### src/rtl/fetch_ctrl.sv
// Fetch sequencing controller: arbitrates redirect sources against hazard stalls and runs a stall watchdog.
// Optional perf counters are enabled by defining FETCH_CTRL_PERF_EN.
module fetch_ctrl #(
  parameter int ADDR_W    = 10,
  parameter int STALL_MAX = 255
) (
  input  logic              clk,
  input  logic              rst,
  input  logic              hazard_stall,
  input  logic              correct_req,
  input  logic [ADDR_W-1:0] correct_addr,
  input  logic              jr_req,
  input  logic [ADDR_W-1:0] jr_addr,
  output logic              pc_hold,
  output logic              redirect_en,
  output logic [ADDR_W-1:0] redirect_addr,
  output logic              flush_if,
  output logic              flush_id,
  output logic              stall_timeout,
  output logic [15:0]       redirect_count,
  output logic [15:0]       stall_count,
  output logic [1:0]        dbg_state
);

  typedef enum logic [1:0] {
    ST_RUN      = 2'd0,
    ST_REDIRECT = 2'd1,
    ST_REFILL   = 2'd2
  } state_t;

  localparam logic [7:0] STALL_MAX_C = 8'(STALL_MAX);

  state_t            r_state;
  state_t            w_state_next;
  logic [ADDR_W-1:0] r_addr_q;
  logic              r_kind_corr;
  logic [7:0]        r_wd_cnt;
  logic [7:0]        w_wd_next;
  logic              r_timeout;
  logic              w_acc_corr;
  logic              w_acc_jr;
  logic              w_accept;

  // Requests are valid-only pulses; "ready" is the accept term below. A correction is
  // always taken; a jr is taken only with no correction and no stall, otherwise decode re-presents it.
  assign w_acc_corr = correct_req;
  assign w_acc_jr   = jr_req & ~correct_req & ~hazard_stall;
  assign w_accept   = w_acc_corr | w_acc_jr;

  always_ff @(posedge clk or negedge rst) begin
    if (!rst) begin
      r_state     <= ST_RUN;
      r_addr_q    <= '0;
      r_kind_corr <= 1'b0;
    end else begin
      r_state <= w_state_next;
      if (w_accept) begin
        r_addr_q    <= w_acc_corr ? correct_addr : jr_addr;
        r_kind_corr <= w_acc_corr;
      end
    end
  end

  always_comb begin
    w_state_next = r_state;
    pc_hold      = hazard_stall;
    redirect_en  = 1'b0;
    flush_if     = 1'b0;
    flush_id     = 1'b0;
    case (r_state)
      ST_RUN: begin
        w_state_next = ST_RUN;
      end
      ST_REDIRECT: begin
        pc_hold      = 1'b0;
        redirect_en  = 1'b1;
        flush_if     = 1'b1;
        flush_id     = r_kind_corr;
        w_state_next = ST_REFILL;
      end
      ST_REFILL: begin
        // Synchronous imem returns the old fetch this cycle; squash it.
        flush_if     = 1'b1;
        w_state_next = ST_RUN;
      end
      default: begin
        w_state_next = ST_RUN;
      end
    endcase
    if (w_accept) w_state_next = ST_REDIRECT;
  end

  assign redirect_addr = r_addr_q;
  assign dbg_state     = r_state;

  assign w_wd_next = !pc_hold ? 8'd0 :
                     (r_wd_cnt == STALL_MAX_C) ? r_wd_cnt : r_wd_cnt + 8'd1;

  always_ff @(posedge clk or negedge rst) begin
    if (!rst) begin
      r_wd_cnt  <= 8'd0;
      r_timeout <= 1'b0;
    end else begin
      r_wd_cnt <= w_wd_next;
      if (w_wd_next == STALL_MAX_C) r_timeout <= 1'b1;
    end
  end

  assign stall_timeout = r_timeout;

`ifdef FETCH_CTRL_PERF_EN
  logic [15:0] r_redirect_cnt;
  logic [15:0] r_stall_cnt;

  always_ff @(posedge clk or negedge rst) begin
    if (!rst) begin
      r_redirect_cnt <= 16'd0;
      r_stall_cnt    <= 16'd0;
    end else begin
      if (redirect_en && r_redirect_cnt != 16'hFFFF) r_redirect_cnt <= r_redirect_cnt + 16'd1;
      if (pc_hold && r_stall_cnt != 16'hFFFF)        r_stall_cnt    <= r_stall_cnt + 16'd1;
    end
  end

  assign redirect_count = r_redirect_cnt;
  assign stall_count    = r_stall_cnt;
`else
  assign redirect_count = 16'd0;
  assign stall_count    = 16'd0;
`endif

endmodule

### config.mk
export PLATFORM = sky130hd
export DESIGN_NAME = fetch_ctrl
export DESIGN_NICKNAME = d
export VERILOG_FILES = /design/src/rtl/fetch_ctrl.sv
export SDC_FILE = /design/constraint.sdc
export NUM_CORES = 1
export LEC_CHECK = 0
export CAP_MARGIN = 30
export CORE_MARGIN = 2
export CORE_UTILIZATION = 40
export DETAILED_ROUTE_END_ITERATION = 10
export PLACE_DENSITY = 0.8
export SETUP_SLACK_MARGIN = 0.1
export SYNTH_ARGS = -nofsm -noshare
export SYNTH_HDL_FRONTEND = slang
export SYNTH_SLANG_ARGS = --single-unit
### constraint.sdc
create_clock -name clk -period 1.7 [get_ports clk]
set_input_delay 0.255 -clock clk [delete_from_list [all_inputs] [get_ports clk]]
set_output_delay 0.255 -clock clk [all_outputs]
set_load 0.05 [all_outputs]
==> impl_results.md, run 1 <==
- Clk Latency, worst-skew pair: 260 ps
- RSZ-0062 raised after global routing: yes
- Leading area contributor after synthesis: dfrtp_1
- Dpl cells: 240
- Gr ovfl total: 0
- Min-delay worst type: in2async
- Final nets: 227
- Clk root buf: clkbuf_8
- Dpl hpwl: 2180 µm
- Worst Path Arrival: 1280 ps
- Fillers: 329
- Synth Cell Area: 1480 µm²
- Hold WS: 328 ps
- Pwr Density: 793 nW/µm²
- Commonest non-fill, non-tap cells in the layout: 32 x conb_1, 24 x clkdlybuf4s50_1, 20 x buf_4, 20 x dfrtp_1, 15 x nand2_1
- Netlist cell types: 42
- Antenna diodes: 0
- Via density: 4.56
- Dpl ws: 80.1 ps
- Synthesized flop and latch total: 22
- Top area cells in the synthesized netlist: dfrtp_1 37%, buf_4 17%, mux2i_1 7.4%
- Initial Utilization: 0.410
- Worst setup EP type: output pin
- Clock transition at path regs: 80 ps
- Slowest stage delay, CP: 410 ps
- Cell family with most CP delay: flip-flops
- Die Y: 64.8 µm
- Post-synth top flop: dfrtp_1
- Avg Inst Size Synth: 9.54 µm²
- Finished Layout Cells: 247
- Worst vdd ir: 0.448 mV
- CTS Buf Count: 3
- Die area: 4200 µm²
- Max Root-Sink Buffers: 2
- Slew Viols, Final: 0
- Critical path type: reg2out
- Post-synth ARST share: 1.00
- Minimum clock period: 1540 ps
- First-pass GRT wire length: 4570 µm
- Post-synth EDFFs: 0
- CP Cell Sequence: inv_2, ha_4, nand2b_4, clkinvlp_4, buf_12
- Die X: 64.8 µm
- DR iter-0 viols: 146
- Layout cells sized above 1: 0.231
- ANT nets after route: 0
- Period utilization: 0.905
- Total number of vias: 1126
- Lkg Pwr: 0.887 nW
- Syn Inst Count: 155
- Initial antenna violation count: 0
- First-pass iteration count of the detailed router: 4
- Final Power: 1.53 mW
- Critical path peak fanout: 5
- Port buffer count: 41
- Outcome: finished clean
- Vias in the first global route: 1047
- CP startpoint kind: flop
- Yosys warning count: 0
- # H-tree levels: 1
- Sink Count: 22
- Final Setup Violations: 0
- Placer congestion estimate: 0.822
- Commonest non-fill, non-tap cell in the layout: conb_1
- Routed WL per cell: 11.6 µm
- # DRC: 0
- Final Skew: 3.74 ps
- Seq. cell area: 553 µm²
- Synth top area share: 0.372
- Row Count: 22
- Area Overhead vs Synth: 30.8%
- Setup WS post-layout: 161 ps
- Critical-path top delay cell: dfrtp_2
- TritonCTS clock tree: built
- Required @ worst endpoint: 1440 ps
- Core Region: 3610 µm²
- Largest net degree at the start of global routing: 23
- Multi-input gate area: 753 µm²
- Sequential element share of the synthesized area: 0.372
- GRT Overall Usage: 0.141
- Max Cap Viol: 0
- WL final: 2860 µm
- Post-Route Setup TNS: 0 ps
- Io pins: 74
- Bufs and invs on worst path: 3
- Final hold violations: 0
- Max frequency: 0.650 GHz
-- sequential cells by signal, summed over array words and instances (netlist names) --
name           cells
stall_timeout      1
redirect_addr     10
r_kind_corr        1
r_wd_cnt           8
dbg_state          2
-- cells in the mapped netlist (2+ instances only) --
cell type	number
nand2_1	15
inv_1	5
nor2_1	3
ha_1	2
xor2_1	2
a31oi_1	6
nand3_1	4
or2b_2	2
buf_6	3
and2_1	2
o21ai_0	11
dfrtp_1	22
buf_2	2
nor3_1	3
o21ai_1	4
buf_4	33
mux2i_1	11
-- where the power goes --
group	switching, mW	total [mW]	internal (mW)	leakage, nW
registers	0.0229	0.581	0.558	0.277
clock network	0.169	0.375	0.206	0.0288
logic	0.392	0.577	0.185	0.581
total	0.583	1.53	0.950	0.887
-- cells by family (layout without fill, tap and decap cells) --
| kind of cell | count (synthesis) | in the layout | synth area share |
|---|---|---|---|
| xor+xnor | 2 | 2 | 0.0118 |
| compound gates | 29 | 29 | 0.128 |
| flops | 22 | 22 | 0.372 |
| fa+ha+maj | 2 | 2 | 0.0169 |
| buf+inv | 45 | 58 | 0.222 |
| other cells | 1 | 32 | 0.00254 |
| simple gates | 43 | 43 | 0.173 |
| mux | 11 | 11 | 0.0745 |
-- per-stage QoR --
stage	utilization	cell area (µm²)
final	0.536	1930
after global routing	0.536	1930
after CTS	0.530	1910
after detailed placement	0.510	1840
after global placement	0.510	1840
after floorplan	-	1620
-- cell type report --
| cell class | count | share of cell area |
|---|---|---|
| clock buffers | 4 | 0.0285 |
| inverters | 5 | 0.0116 |
| multi-input cells | 119 | 0.389 |
| flip-flops and latches | 22 | 0.286 |
| well taps | 48 | 0.0310 |
| repair buffers | 49 | 0.254 |
-- final timing paths --
path,depth (start not counted),slack (ps),start,to
worst max-delay path,5,160,dbg_state[1]$_DFF_PN0_,pc_hold
worst min-delay path,2,330,rst,r_wd_cnt[6]$_DFF_PN0_
worst max register to register,8,170,dbg_state[1]$_DFF_PN0_,stall_timeout$_DFFE_PN0N_
max in group asynchronous,2,1130,rst,dbg_state[1]$_DFF_PN0_
min in group clk,1,470,r_kind_corr$_DFFE_PN0P_,r_kind_corr$_DFFE_PN0P_
worst min register to register,1,470,r_kind_corr$_DFFE_PN0P_,r_kind_corr$_DFFE_PN0P_
-- repair_timing --
action | 4_1_cts | 5_1_grt
setup endpoints to repair | 2 | 2
gates resized for setup | 1 | 2
hold buffers | 0 | 0
setup buffers | 2 | 1
-- metal layers --
layer | wire length [µm] | vias to the layer above | track usage | part of all wire
li1 | - | 551 | - | -
met1 | 1100 | 510 | 0.162 | 0.39
met2 | 1480 | 61 | 0.237 | 0.52
met3 | 238 | 4 | 0.0521 | 0.083
met4 | 38 | 0 | 0.0559 | 0.013
met5 | 0 | - | 0 | 0
Note: power is estimated with default switching activity, not from simulation.
==> inputs of run 2 (changes only) <==
--- a/config.mk
+++ b/config.mk
@@ -8,9 +8,11 @@
 export CAP_MARGIN = 30
 export CORE_MARGIN = 2
 export CORE_UTILIZATION = 40
+export CTS_BUF_LIST = sky130_fd_sc_hd__clkbuf_16
 export DETAILED_ROUTE_END_ITERATION = 10
 export PLACE_DENSITY = 0.8
 export SETUP_SLACK_MARGIN = 0.1
+export SKIP_LAST_GASP = 1
 export SYNTH_ARGS = -nofsm -noshare
 export SYNTH_HDL_FRONTEND = slang
 export SYNTH_SLANG_ARGS = --single-unit
==> run 2 against run 1 <==
Worst hold slack better by 16 ps. Sequential share of layout area down 0.24 points. Clock skew down 1.3 ps. Critical endpoint unchanged.
==> impl_results.md, run 2 (synthesis gave the netlist of run 1 again) <==
- Outcome: finished clean (unchanged)
- WL final: 2850 µm (was 2860 µm)
- Via density: 4.55 (was 4.56)
- CTS Buf Count: 3 (unchanged)
- CP startpoint: dbg_state[1]$_DFF_PN0_ (unchanged)
- Max Cap Viol: 0 (unchanged)
- Critical-path top delay cell: dfrtp_2 (unchanged)
- DR iter-0 viols: 147 (was 146)
- Pwr Density: 846 nW/µm² (was 793 nW/µm²)
- Slew Viols, Final: 0 (unchanged)
- Port buffer count: 41 (unchanged)
- Worst Path Arrival: 1290 ps (was 1280 ps)
- Worst vdd ir: 0.518 mV (was 0.448 mV)
- Required @ worst endpoint: 1440 ps (about the same)
- Max Root-Sink Buffers: 2 (unchanged)
- TritonCTS clock tree: built (unchanged)
- Vias in the first global route: 1044 (was 1047)
- CP startpoint kind: flop (unchanged)
- Critical path type: reg2out (unchanged)
- Area Overhead vs Synth: 31.9% (was 30.8%)
- # DRC: 0 (unchanged)
- Final core occ: 0.541 (was 0.536)
- First-pass GRT wire length: 4620 µm (was 4570 µm)
- Io pins: 74 (unchanged)
- Routed WL per cell: 11.6 µm (about the same)
- Clock transition at path regs: 60 ps (was 80 ps)
- Largest net degree at the start of global routing: 23 (unchanged)
- Clk root buf: clkbuf_16 (was clkbuf_8)
- Bufs and invs on worst path: 3 (unchanged)
- Reg2Reg Launch Point: r_wd_cnt[1]$_DFF_PN0_ (was dbg_state[1]$_DFF_PN0_)
- Lkg Pwr: 0.892 nW (was 0.887 nW)
- Hold WS: 344 ps (was 328 ps)
- Initial antenna violation count: 0 (unchanged)
- ANT nets after route: 0 (unchanged)
- Period utilization: 0.910 (was 0.905)
- Dpl hpwl: 2180 µm (unchanged)
- Max reg flops: 10 (unchanged)
- GRT Overall Usage: 0.143 (was 0.141)
- Layout cells sized above 1: 0.222 (was 0.231)
- Max frequency: 0.646 GHz (was 0.650 GHz)
- Clk Latency, worst-skew pair: 250 ps (was 260 ps)
- # H-tree levels: 1 (unchanged)
- Sink Count: 22 (unchanged)
- Antenna diodes: 0 (unchanged)
- Hold_buf cts: 0 (unchanged)
- Row Count: 22 (unchanged)
- Post-Route Setup TNS: 0 ps (unchanged)
- Total number of vias: 1120 (was 1126)
- Min-delay worst type: in2async (unchanged)
- Critical path depth: 5 (unchanged)
- Commonest non-fill, non-tap cell in the layout: conb_1 (unchanged)
- Placer congestion estimate: 0.822 (unchanged)
- Reg2Reg Depth: 5 (was 8)
- Final nets: 226 (was 227)
- Final hold violations: 0 (unchanged)
- Die Y: 64.8 µm (unchanged)
- Cell family with most CP delay: flip-flops (unchanged)
- Final Skew: 2.47 ps (was 3.74 ps)
- Gr ovfl total: 0 (unchanged)
- First-pass iteration count of the detailed router: 4 (unchanged)
- CP Cell Sequence: inv_2, ha_4, nand2b_4, clkinvlp_4, buf_12 (unchanged)
- Worst setup EP type: output pin (unchanged)
- Final Setup Violations: 0 (unchanged)
- Commonest non-fill, non-tap cells in the layout: 32 x conb_1, 24 x clkdlybuf4s50_1, 20 x dfrtp_1, 19 x buf_4, 15 x nand2_1 (was 32 x conb_1, 24 x clkdlybuf4s50_1, 20 x buf_4, 20 x dfrtp_1, 15 x nand2_1)
- Die X: 64.8 µm (unchanged)
- Initial Utilization: 0.410 (unchanged)
- Minimum clock period: 1550 ps (was 1540 ps)
- RSZ-0062 raised after global routing: no (was yes)
- Slowest stage delay, CP: 400 ps (was 410 ps)
- Core Region: 3610 µm² (unchanged)
- Critical path peak fanout: 5 (unchanged)
- Die area: 4200 µm² (unchanged)
[run 2: power breakdown]
part,switching [mW],internal (mW)
Combinational,0.391,0.183
Sequential,0.0229,0.559
Clock,0.180,0.313
Total,0.594,1.06
[run 2: worst paths after layout]
kind                                                   to  slack (ps)
worst max-delay path                              pc_hold         150
worst min-delay path                r_wd_cnt[6]$_DFF_PN0_         340
worst max register to register  stall_timeout$_DFFE_PN0N_         220
worst min register to register    r_kind_corr$_DFFE_PN0P_         470
max in group asynchronous          dbg_state[0]$_DFF_PN0_        1110
min in group clk                  r_kind_corr$_DFFE_PN0P_         470
[run 2: cell type report]
cell class                 instances  area (µm²)
tap                               48        60.1
timing repair buffer              48         483
fill                             325        1660
clock inverter                     1        3.75
clock buffer                       3        75.1
multi-input combinational        119         753
sequential                        22         553
inverter                           5        22.5
[run 2: stage by stage]
step / area (µm²) / power, mW / worst slack [ps] / std cells
after floorplan: 1620 / 1.03 / -226 / 186
after global placement: 1840 / 1.16 / 116 / 240
after detailed placement: 1840 / 1.16 / 80.1 / 240
after CTS: 1930 / 1.67 / 122 / 245
after global routing: 1950 / 1.72 / 101 / 246
final: 1950 / 1.65 / 153 / 246
[run 2: layer usage]
layer  track usage  share of wire
met1         0.163           0.38
met2         0.237           0.52
met3        0.0538          0.085
met4        0.0612          0.018
met5             0              0
[run 2: repair_timing]
item / 4_1_cts / 5_1_grt
setup endpoints to repair: 2 / 2
pin swaps: 0 / 0
resized for setup: 1 / 2
buffers inserted: 1 / 1
==> inputs of run 3 (changes only) <==
--- a/config.mk
+++ b/config.mk
@@ -5,7 +5,7 @@
 export SDC_FILE = /design/constraint.sdc
 export NUM_CORES = 1
 export LEC_CHECK = 0
-export CAP_MARGIN = 30
+export CAP_MARGIN = 25
 export CORE_MARGIN = 2
 export CORE_UTILIZATION = 40
 export CTS_BUF_LIST = sky130_fd_sc_hd__clkbuf_16
==> results of run 3 <==
Final layout, timing and power as in run 2 (identical DEF).
